$ cat config.mk
export PLATFORM = sky130hd
export DESIGN_NAME = ram_port_arbiter_flat
export DESIGN_NICKNAME = d
export VERILOG_FILES = /design/src/rtl/ram_port_arbiter_if.sv /design/src/rtl/ram_port_arbiter.sv /design/src/flat_wrapper.sv
export SDC_FILE = /design/constraint.sdc
export NUM_CORES = 1
export LEC_CHECK = 0
export BUFFER_PORTS_ARGS = -buffer_cell sky130_fd_sc_hd__buf_2
export CELL_PAD_IN_SITES_DETAIL_PLACEMENT = 1
export CELL_PAD_IN_SITES_GLOBAL_PLACEMENT = 1
export CORE_AREA = 4 4 113 115
export DETAILED_ROUTE_END_ITERATION = 12
export DIE_AREA = 0 0 117 119
export HOLD_SLACK_MARGIN = 0.1
export PLACE_DENSITY = 0.87
export SYNTH_ARGS = -nofsm -noshare
export SYNTH_HDL_FRONTEND = slang
export SYNTH_SLANG_ARGS = --single-unit
$ cat constraint.sdc
create_clock -name clk -period 2.4 [get_ports clk]
set_clock_uncertainty 0.2 [all_clocks]
set_input_delay 0.12 -clock clk [delete_from_list [all_inputs] [get_ports clk]]
set_output_delay 0.12 -clock clk [all_outputs]
set_load 0.03 [all_outputs]
$ cat src/rtl/ram_port_arbiter_if.sv
// Bundle of requester handshake, response and RAM-port signals for ram_port_arbiter.
// The arbiter uses the slave view; requesters and the RAM model use the master view.
interface ram_port_arbiter_if #(
    parameter int NUM_REQ = 4,
    parameter int AWIDTH  = 10,
    parameter int DWIDTH  = 32
);
    logic [NUM_REQ-1:0]        req_valid;
    logic [NUM_REQ-1:0]        req_wren;
    logic [NUM_REQ*AWIDTH-1:0] req_addr;
    logic [NUM_REQ*DWIDTH-1:0] req_wdata;
    logic [NUM_REQ-1:0]        req_ready;
    logic [NUM_REQ-1:0]        rsp_valid;
    logic [DWIDTH-1:0]         rsp_data;
    logic [AWIDTH-1:0]         ram_address;
    logic                      ram_wren;
    logic [DWIDTH-1:0]         ram_data;
    logic [DWIDTH-1:0]         ram_out;

    modport slave (
        input  req_valid, req_wren, req_addr, req_wdata, ram_out,
        output req_ready, rsp_valid, rsp_data, ram_address, ram_wren, ram_data
    );

    modport master (
        output req_valid, req_wren, req_addr, req_wdata, ram_out,
        input  req_ready, rsp_valid, rsp_data, ram_address, ram_wren, ram_data
    );
endinterface

$ cat src/rtl/ram_port_arbiter.sv
// Round-robin arbiter sharing one RAM port among NUM_REQ requesters; read data
// returns to the issuing requester after a fixed 1 (REG_REQ=0) or 2 (REG_REQ=1) cycles.
module ram_port_arbiter #(
    parameter int NUM_REQ = 4,
    parameter int AWIDTH  = 10,
    parameter int DWIDTH  = 32,
    parameter bit REG_REQ = 1'b0
) (
    input  logic                clk,
    input  logic                reset,
    ram_port_arbiter_if.slave   bus
);
    localparam int IDX_W = (NUM_REQ > 1) ? $clog2(NUM_REQ) : 1;
    localparam int LAT   = REG_REQ ? 2 : 1;

    typedef logic [IDX_W-1:0] idx_t;

    // Explicit wrap at NUM_REQ-1 so non-power-of-two counts never reach unused ids.
    function automatic idx_t wrap_add(idx_t base, int k);
        int s;
        s = int'(base) + k;
        if (s >= NUM_REQ) s = s - NUM_REQ;
        return idx_t'(s);
    endfunction

    idx_t               ptr_q, ptr_d;
    idx_t               grant_idx;
    logic               grant_found;
    logic               sel_wren;
    logic [AWIDTH-1:0]  sel_addr;
    logic [DWIDTH-1:0]  sel_wdata;
    logic               accept_rd;

    logic [LAT-1:0]     tag_vld_q;
    idx_t               tag_id_q [LAT];

    // NOTE: every always_comb output gets a default first so no path can infer a latch.
    always_comb begin
        grant_found = 1'b0;
        grant_idx   = ptr_q;
        for (int k = 0; k < NUM_REQ; k++) begin
            if (!grant_found && bus.req_valid[wrap_add(ptr_q, k)]) begin
                grant_found = 1'b1;
                grant_idx   = wrap_add(ptr_q, k);
            end
        end
    end

    // With no grant grant_idx equals ptr_q, so the mux then follows the pointer.
    assign sel_wren  = bus.req_wren[grant_idx];
    assign sel_addr  = bus.req_addr[int'(grant_idx)*AWIDTH +: AWIDTH];
    assign sel_wdata = bus.req_wdata[int'(grant_idx)*DWIDTH +: DWIDTH];
    assign accept_rd = grant_found & ~sel_wren;
    assign ptr_d     = grant_found ? wrap_add(grant_idx, 1) : ptr_q;

    assign bus.req_ready = grant_found ? (NUM_REQ'(1) << grant_idx) : '0;

    // NOTE: state uses non-blocking assignments so every flop samples pre-edge values.
    always_ff @(posedge clk or posedge reset) begin
        if (reset) begin
            ptr_q     <= '0;
            tag_vld_q <= '0;
            for (int i = 0; i < LAT; i++) tag_id_q[i] <= '0;
        end else begin
            ptr_q        <= ptr_d;
            tag_vld_q[0] <= accept_rd;
            tag_id_q[0]  <= grant_idx;
            for (int i = 1; i < LAT; i++) begin
                tag_vld_q[i] <= tag_vld_q[i-1];
                tag_id_q[i]  <= tag_id_q[i-1];
            end
        end
    end

    assign bus.rsp_valid = tag_vld_q[LAT-1] ? (NUM_REQ'(1) << tag_id_q[LAT-1]) : '0;
    assign bus.rsp_data  = bus.ram_out;

    if (REG_REQ) begin : g_reg_req
        logic [AWIDTH-1:0] ram_addr_q;
        logic [DWIDTH-1:0] ram_data_q;
        logic              ram_wren_q;

        // NOTE: address/data are reset too; harmless here and keeps the port X-free.
        always_ff @(posedge clk or posedge reset) begin
            if (reset) begin
                ram_addr_q <= '0;
                ram_data_q <= '0;
                ram_wren_q <= 1'b0;
            end else begin
                ram_wren_q <= grant_found & sel_wren;
                if (grant_found) begin
                    ram_addr_q <= sel_addr;
                    ram_data_q <= sel_wdata;
                end
            end
        end

        assign bus.ram_address = ram_addr_q;
        assign bus.ram_data    = ram_data_q;
        assign bus.ram_wren    = ram_wren_q;
    end else begin : g_comb_req
        assign bus.ram_address = sel_addr;
        assign bus.ram_data    = sel_wdata;
        assign bus.ram_wren    = grant_found & sel_wren;
    end
endmodule

$ cat src/flat_wrapper.sv
// flat-port wrapper written by rule: the top's interface ports become plain ports
module ram_port_arbiter_flat 
#(
    parameter int NUM_REQ = 4,
    parameter int AWIDTH  = 10,
    parameter int DWIDTH  = 32,
    parameter bit REG_REQ = 1'b0
)
  (clk, reset, bus_req_valid, bus_req_wren, bus_req_addr, bus_req_wdata, bus_ram_out, bus_req_ready, bus_rsp_valid, bus_rsp_data, bus_ram_address, bus_ram_wren, bus_ram_data);
  ram_port_arbiter_if #(.NUM_REQ(NUM_REQ), .AWIDTH(AWIDTH), .DWIDTH(DWIDTH)) bus_i ();
  input  logic clk;
  input  logic reset;
  input wire logic [$bits(bus_i.req_valid)-1:0] bus_req_valid;
  input wire logic [$bits(bus_i.req_wren)-1:0] bus_req_wren;
  input wire logic [$bits(bus_i.req_addr)-1:0] bus_req_addr;
  input wire logic [$bits(bus_i.req_wdata)-1:0] bus_req_wdata;
  input wire logic [$bits(bus_i.ram_out)-1:0] bus_ram_out;
  output wire logic [$bits(bus_i.req_ready)-1:0] bus_req_ready;
  output wire logic [$bits(bus_i.rsp_valid)-1:0] bus_rsp_valid;
  output wire logic [$bits(bus_i.rsp_data)-1:0] bus_rsp_data;
  output wire logic [$bits(bus_i.ram_address)-1:0] bus_ram_address;
  output wire logic [$bits(bus_i.ram_wren)-1:0] bus_ram_wren;
  output wire logic [$bits(bus_i.ram_data)-1:0] bus_ram_data;
  assign bus_i.req_valid = bus_req_valid;
  assign bus_i.req_wren = bus_req_wren;
  assign bus_i.req_addr = bus_req_addr;
  assign bus_i.req_wdata = bus_req_wdata;
  assign bus_i.ram_out = bus_ram_out;
  assign bus_req_ready = bus_i.req_ready;
  assign bus_rsp_valid = bus_i.rsp_valid;
  assign bus_rsp_data = bus_i.rsp_data;
  assign bus_ram_address = bus_i.ram_address;
  assign bus_ram_wren = bus_i.ram_wren;
  assign bus_ram_data = bus_i.ram_data;
  ram_port_arbiter #(.NUM_REQ(NUM_REQ), .AWIDTH(AWIDTH), .DWIDTH(DWIDTH), .REG_REQ(REG_REQ)) u_core (.clk(clk), .reset(reset), .bus(bus_i));
endmodule
Word level (Yosys, flattened, before mapping)
Index checks and enable logic that the tools add are counted.

$add $sub $neg: 9. Muxes and demuxes: 25. Shifts and indexed selects: 4. $mul: 1. Order comparisons: 10. Reduce and logical (&&, ||, !) cells: 6. Bitwise operators: 3.

Operators with widths (number): 128-bit by 8-bit indexed part select with 32-bit output (1); 40-bit by 32-bit indexed part select with 10-bit output (1); 2-bit 2-to-1 mux (9); 2-bit by 3-bit < comparator with 1-bit output, second input constant (5); 3-bit >= comparator, second input constant (4); 1-bit binary-select mux with 2-bit select (5); 2-bit by 1-bit subtractor with 2-bit output, second input constant (5); 1-bit 2-to-1 mux (9); 4-bit 2-to-1 mux (2); 1-bit by 2-bit << shifter with 4-bit output, first input constant (2); 2-bit by 1-bit adder with 3-bit output, second input constant (2); 2-bit by 2-bit adder with 3-bit output, second input constant (2); 2-bit by 3-bit multiplier with 5-bit output, second input constant (1); 2-bit by 3-bit >= comparator with 1-bit output, second input constant (1); 1-bit logical AND (3); 1-bit zero test (3); 1-bit bitwise AND (2); 1-bit inverter (1).

Output and inout port bits: 83. Register bits: 5.

Depth between registers and ports, before layout
Gate-level depths: netlist (run 1).

Depth after elaboration: 18. Gate-level depth with buffers: 8. Gate-level depth less buffers: 6.

Worst setup path after synthesis (run 1)
No wires, ideal clock.

Path kind: register to output. Start: register u_core.ptr_q[1]. End: output bus_req_ready[1]. Data required time: 2.080 ns. Cell stages (with the launch flop): 9. Arrival: 2.016 ns. Path slack: 0.064 ns. Buffers on the path: 2. Path through: dfrtp_1 > nor3b_1 > a2111o_1 > and2_1 > buf_6 > buf_6 > inv_1 > ha_1 > nor2b_1.

Longest elaborated chain between the ends: 16. Elaborated cells on any way between the ends: 39. Those cells by class: add/sub: 7; order compare: 4; shift: 1; mux: 21; reduce/logical: 6.

RTL lines: start, declared (RTL line ram_port_arbiter.sv:26) `idx_t ptr_q, ptr_d;`; start signal, assigned (RTL line ram_port_arbiter.sv:65) `ptr_q <= ptr_d;`; parallel branches: the longest is 13 deep, another holds 2-bit by 1-bit adder with 3-bit output; 2-bit 2-to-1 mux (*) (RTL line ram_port_arbiter.sv:42) `if (!grant_found && bus.req_valid[wrap_add(ptr_q, k)]) begin`; named net u_core.grant_idx[1] (RTL line ram_port_arbiter.sv:27) `idx_t grant_idx;`; 1-bit by 2-bit << shifter with 4-bit output (*) (RTL line ram_port_arbiter.sv:56) `assign bus.req_ready = grant_found ? (NUM_REQ'(1) << grant_idx) : '0;`; 4-bit 2-to-1 mux (*) (RTL line ram_port_arbiter.sv:56); end, declared (RTL line flat_wrapper.sv:18) `output wire logic [$bits(bus_i.req_ready)-1:0] bus_req_ready;`.

Mark *: on every way through the listed nets, which the timed path passes. The select of a mux whose other input is x is not followed.

Worst setup path in the final report (run 1)
Start: register u_core.ptr_q[1]. End: output bus_ram_address[1].

Longest elaborated chain between the ends: 16. Elaborated cells on any way between the ends: 38. Those cells by class: add/sub: 7; mul: 1; order compare: 4; shift: 1; mux: 19; reduce/logical: 6.

RTL lines: parallel branches: the longest is 13 deep, another holds 2-bit by 1-bit adder with 3-bit output; 2-bit 2-to-1 mux (*) (RTL line ram_port_arbiter.sv:42); 2-bit by 3-bit multiplier with 5-bit output (*) (RTL line ram_port_arbiter.sv:51) `assign sel_addr = bus.req_addr[int'(grant_idx)*AWIDTH +: AWIDTH];`; 40-bit by 32-bit indexed part select with 10-bit output (*) (RTL line ram_port_arbiter.sv:51); end, declared (RTL line flat_wrapper.sv:21) `output wire logic [$bits(bus_i.ram_address)-1:0] bus_ram_address;`.

Mark *: on every way between the ends. The select of a mux whose other input is x is not followed.

==> results.md, run 1 <==
- Status: complete, but fails checks
- Failing checks: setup timing
- Drt total wl: between 10000 and 15000 µm
- Flops & latches, synth: 5
- Initial DRC Count: 66
- Clk slew on worst S/H paths: roughly 0.04 ns
- Crit-path max FO: 9
- Synthesized cell area: roughly 0.0021 mm²
- Starting Density: 0.175
- # diodes: 0
- Maximum vdd drop: a little over 0.0005 V
- Final nets: 683
- Post-synth EDFFs: 0
- Critical-path cell list: nor3b_2, a2111o_1, and2_4, buf_4, clkbuf_16, mux2i_1, mux2i_1, buf_4
- Flop2flop setup slack: around 0.33 ns
- Overall Power: around 4.3 mW
- GP Congestion: around 0.82
- Chip width: between 100 and 150 µm
- Via count: 2710
- Bufs on Longest Clock Path: 2
- DRC violations left: 0
- Synth-to-Final Area Change: 88.9%
- Final Setup Violations: 30
- Synth area leader: mux2i_1
- Asr flop ratio synth: 1.00
- Setup CP Type: flip-flop to output pin
- Syn_area_per_cell: about 9.2 µm²
- Row cnt: 40
- CP Data Required Time: between 2 and 2.5 ns
- Startpoint types: flip-flop
- Int Pwr: ~2.1 mW
- Vias per cell: 4.41
- Worst min path class: input port to flip-flop
- GRT Util Overall: 0.134
- Synth top area cells: mux2i_1 (61%), buf_4 (12%), dfrtp_1 (6.0%)
- Slew @ Worst Pin: about 0.37 ns
- CTS tree: built
- Filler Cell Count: ~1500
- Initial DRT Pass Iterations: 4
- First-pass GRT wire length: approximately 15000 µm
- Final worst setup slack: -0.130 ns
- Post-synth top area share: 0.609
- Max Slew Vio Count: 0
- Crit share post-route: 1.05
- Fin crit period: between 2 and 3 ns
- Vias in the first global route: ~3100
- Antenna violations before repair: 0
- Htree depth: 1
- Crit. End Element: output pin
- Largest net degree at the start of global routing: 21
- Register area share after synthesis: 0.0604
- Ys flop type: dfrtp_1
- Post-route core utilization: 0.331
- Slowest stage delay, CP: 0.41 ns
- Root Driver: clkbuf_16
- Switching Power: around 2.2 mW
- Rel. slew slack: 0.753
- Dpl hpwl: ~7600 µm
- Power share of the clock group: 0.064
- Flop pwr share: 0.040
- Detail Route Antenna Nets: 0
- Gate Count Post-Synth: 226
- Fmax achieved: between 0.3 and 0.4 GHz
- Comb pwr share: 0.896
- Post-Syn Nets: 440
- FF+latch area: approximately 130 µm²
- Syn. warnings: 0
- Total CTS buffers: 3
- Multi-input logic area: around 0.0016 mm²
- DR WL/cell: between 15 and 20 µm
- Die area: 0.0139 mm²
- # clock sinks: 5
- Post-Place Cells: between 500 and 600
- Finished Layout Cells: about 620
- Pre-CTS WS: between 0.08 and 0.09 ns
- IO Pins: ~290
- Critical-path top delay cell: dfrtp_1
- PwrDens: between 1000 and 1500 mW/mm²
- Worst EP arrival: about 2.2 ns
- Max-cap violations: 0
- Synth unique cells: 27
- Core ar.: approximately 0.012 mm²
- Leakage: between 2 and 2.5 nW
- # port buffers: 228
- Clock Latency Late Sink: 0.23 ns
- RSZ-0062 raised after global routing: true
- Final Hold Fails: 0
- Switching share of power: 0.518
- Total congestion overflow: 0
- Die height: around 120 µm
- Share of cells above drive strength 1: 0.564
-- power groups by stage --
stage / Sequential [mW] / Clock, mW / Combinational, mW
4_1_cts: 0.167 / 0.282 / 3.68
6_report: 0.172 / 0.278 / 3.88
3_3_place_gp: 0.161 / 0 / 3.10
3_5_place_dp: 0.166 / 0 / 3.15
2_1_floorplan: 0.156 / 0 / 2.45
5_1_grt: 0.178 / 0.290 / 4.11
-- cells in the mapped netlist (all sizes together) (2+ instances only) --
cell type,number
buf,47
inv,6
nand3,2
nor3b,2
nand2b,2
nor2,3
a211oi,2
dfrtp,5
mux2i,126
a21o,3
a21oi,2
o21a,2
nand2,5
ha,4
nor2b,5
-- logic make-up (layout without fill, tap and decap cells) --
family                     count (synthesis)  after routing  synth area share
AOI/OAI and AO/OA                         14             14            0.0489
adders and majority gates                  4              4            0.0242
buffers and inverters                     53            295             0.193
DFF                                        5              5            0.0604
muxes                                    126            126             0.609
and+or+nand+nor                           24             24            0.0641
-- metal layers --
layer  vias up  global-route usage  wire length (µm)
met5         -                   0                 0
met4         0              0.0351               210
met3        21              0.0305               943
met2       177               0.272              5870
met1      1242               0.129              3550
li1       1270                   -                 -
-- cells in the final DEF, fill, tap and decap left out, types with 2 or more instances in the layout --
cell type and instances:
nand3_1 2, dfrtp_1 5, buf_12 4, nor2_1 3, nand2_1 5, dlygate4sd3_1 34
clkbuf_16 5, nand2b_1 2, ha_1 3, mux2i_1 125, buf_8 2, buf_4 50
buf_2 189, a21oi_2 2, o21a_1 2, nor2b_1 4, a21o_1 3, inv_1 6
buf_16 3
-- through the flow --
step           hold slack, ns  area (µm²)  setup TNS (ns)
4_1_cts                 0.120        3790         -0.0254
3_3_place_gp           -0.182        3140               0
6_report                0.130        3910           -1.37
3_5_place_dp           -0.177        3140               0
5_1_grt                 0.146        3910           -4.42
2_1_floorplan          -0.301        2070               0
-- cell type report --
cell class	instances	share of cell area
well taps	147	0.0470
clock buffers	4	0.0201
flip-flops and latches	5	0.0320
inverters	6	0.00576
multi-input cells	168	0.406
repair buffers	285	0.490
-- state kept, by name (all words and copies together), names as in the netlist --
| register | count |
|---|---|
| u_core.tag_id_q | 2 |
| u_core.ptr_q | 2 |
| u_core.tag_vld_q | 1 |
-- what timing repair did --
item | CTS | global route
hold buffers | 34 | 0
gates resized for setup | 28 | 46
setup buffers | 8 | 4
pin swaps | 3 | 0
gates cloned | 2 | 2
endpoints found under the setup margin | 46 | 44
endpoints found under the hold margin | 38 | 0
-- final timing paths --
path | from | to | cells past startpoint
hold / removal | bus_req_wren[3] | u_core.tag_vld_q | 4
hold reg to reg | u_core.ptr_q[0] | u_core.ptr_q[0] | 1
setup reg to reg | u_core.ptr_q[1] | u_core.ptr_q[1] | 7
max in group asynchronous | reset | u_core.ptr_q[1] | 3
min in group asynchronous | reset | u_core.ptr_q[0] | 3
setup / recovery | u_core.ptr_q[1] | bus_ram_address[1] | 8
-- critical path: cells and delay by family (launching register included) --
kind            cells  cell delay (ns)
buf+inv             3             0.51
mux                 2             0.34
flops               1             0.41
compound gates      1             0.32
simple gates        2             0.39
(Power assumes the default switching activity.)
==> inputs of run 2 (changes only) <==
Settings changed: CAP_MARGIN set to 10, SKIP_CTS_REPAIR_TIMING set to 1.
==> results.md, run 2 (synthesis results as in run 1) <==
- DRC violations left: 0 (unchanged)
- RSZ-0062 raised after global routing: true
- Crit share post-route: 1.04 (-0.0165)
- Overall Power: 4.45 mW (+2.9%)
- Vias per cell: 4.45 (+1.0%)
- Most frequent cells in the layout: buf_2 (182), mux2i_1 (125), buf_4 (52)
- Final Hold Fails: 0 (unchanged)
- Total congestion overflow: 0 (unchanged)
- Largest net degree at the start of global routing: 38 (+81%)
- Row cnt: 40 (unchanged)
- Maximum vdd drop: 0.000484 V (-6.1%)
- Detail Route Antenna Nets: 0 (unchanged)
- Worst min path class: input port to flip-flop
- Post-Place Cells: 562 (unchanged)
- Slew @ Worst Pin: 0.381 ns (+0.0108 ns)
- Antenna violations before repair: 0 (unchanged)
- CTS tree: built
- Biggest regs: u_core.ptr_q x2, u_core.tag_id_q x2, u_core.tag_vld_q x1
- Fmax achieved: 0.402 GHz (+1.6%)
- Clk slew on worst S/H paths: 0.04 ns (about the same)
- Initial DRC Count: 70 (+6.1%)
- Setup CP Type: flip-flop to output pin
- Pre-CTS WS: 0.0875 ns (unchanged)
- Final worst setup slack: -0.0902 ns (+0.0396 ns)
- # port buffers: 228 (unchanged)
- # diodes: 0 (unchanged)
- Sum Neg Setup Slack: -0.778 ns (+0.589 ns)
- Share of cells above drive strength 1: 0.564 (about the same)
- Critical-path top delay cell: dfrtp_1
- Starting Density: 0.175 (unchanged)
- Commonest non-fill, non-tap cell in the layout: buf_2
- Via count: 2747 (+1.4%)
- GP Congestion: 0.819 (unchanged)
- Worst EP arrival: 2.17 ns (-0.04 ns)
- Fin area: 0.00398 mm² (+1.7%)
- CP bufs+invs: 2 (-1)
- Failing checks: setup timing
- Die height: 119 µm (unchanged)
- Chip width: 117 µm (unchanged)
- DP Area: 0.00314 mm² (unchanged)
- Vias in the first global route: 2721 (-12%)
- Clock Latency Late Sink: 0.23 ns (about the same)
- Max-cap violations: 0 (unchanged)
- Critical-path cell list: nor3b_1, a2111o_1, and2_4, clkbuf_16, mux2i_1, mux2i_1, clkbuf_4
- Startpoint types: flip-flop
- Bufs on Longest Clock Path: 2 (unchanged)
- DR WL/cell: 17.7 µm (+2.8%)
- Status: complete, but fails checks
- Drt total wl: 10900 µm (+3.1%)
- Initial DRT Pass Iterations: 4 (unchanged)
- First-pass GRT wire length: 12900 µm (-14%)
- Filler Cell Count: 1442 (-1.4%)
- Root Driver: clkbuf_16
- Synth-to-Final Area Change: 92.1%
- IO Pins: 293 (unchanged)
- Fin crit period: 2.49 ns (-0.0396 ns)
- Rel. slew slack: 0.745 (-0.00792)
- Crit. End Element: output pin
- PwrDens: 1120 mW/mm² (+1.2%)
- Final nets: 685 (+0.29%)
- Finished Layout Cells: 617 (+0.33%)
- Total CTS buffers: 3 (unchanged)
- Max Slew Vio Count: 0 (unchanged)
- Crit-path leading delay family: simple AND/OR/NAND/NOR gates
- Htree depth: 1 (unchanged)
- Die area: 0.0139 mm² (unchanged)
- Leakage: 2.28 nW (+1.5%)
- Most common cell on crit path: mux2i_1
- Dpl hpwl: 7600 µm (unchanged)
- Final Setup Violations: 25 (-17%)
- # clock sinks: 5 (unchanged)
- Slowest stage delay, CP: 0.39 ns (-0.02 ns)
- Core ar.: 0.0118 mm² (unchanged)
- CP Data Required Time: 2.08 ns (about the same)
- GRT Util Overall: 0.112 (-0.0212)
- Crit-path max FO: 18 (+9)
run 2: changes by cell type in the layout (fill, tap and decap cells not counted), moves of 2 or more:
cell	before	now
buf_8	2	0
buf_6	1	4
clkbuf_16	5	8
a21oi_1	0	2
a21oi_2	2	0
buf_4	50	52
buf_2	189	182
clkbuf_4	0	2
run 2: routing by layer:
| metal | share of wire | track usage | vias to the layer above |
|---|---|---|---|
| met5 | 0 | 0 | - |
| li1 | - | - | 1280 |
| met4 | 0.0067 | 0.0229 | 0 |
| met3 | 0.082 | 0.0305 | 8 |
| met1 | 0.36 | 0.114 | 1292 |
| met2 | 0.55 | 0.223 | 167 |
run 2: metrics by stage:
| stage | hold WS (ns) | util |
|---|---|---|
| floorplan | -0.301 | - |
| global placement | -0.182 | 0.266 |
| detailed placement | -0.177 | 0.266 |
| CTS | -0.401 | 0.273 |
| global route | 0.146 | 0.337 |
| finish | 0.124 | 0.337 |
run 2: report_power, final:
| part | switching (mW) | internal [mW] | total, mW |
|---|---|---|---|
| combinational | 2.16 | 1.84 | 4.00 |
| clock | 0.0601 | 0.221 | 0.281 |
| sequential | 0.0461 | 0.126 | 0.172 |
| total | 2.27 | 2.18 | 4.45 |
run 2: area by class of cell:
class | instances | area, µm² | area share
inverter | 6 | 22.5 | 0.00566
sequential | 5 | 125 | 0.0314
multi-input combinational | 170 | 1610 | 0.404
tap | 147 | 184 | 0.0462
timing repair buffer | 285 | 1960 | 0.493
clock buffer | 4 | 78.8 | 0.0198
run 2: final timing paths:
kind / start / to / slack (ns) / cells after the start
worst max-delay path: u_core.ptr_q[1] / bus_ram_data[3] / -0.09 / 7
worst min-delay path: bus_req_wren[1] / u_core.tag_vld_q / 0.12 / 4
worst max register to register: u_core.ptr_q[1] / u_core.ptr_q[1] / 0.29 / 7
worst min register to register: u_core.ptr_q[1] / u_core.ptr_q[1] / 0.48 / 3
max in group asynchronous: reset / u_core.ptr_q[1] / 1.66 / 3
min in group asynchronous: reset / u_core.ptr_q[0] / 0.15 / 3
run 2: worst reg2reg max path: cells and delay by family (launching register included):
| kind | cells | cell delay (ns) |
|---|---|---|
| AOI/OAI and AO/OA | 1 | 0.51 |
| and+or+nand+nor | 4 | 0.48 |
| DFF | 1 | 0.39 |
| adders and majority gates | 1 | 0.29 |
| buffers and inverters | 1 | 0.14 |
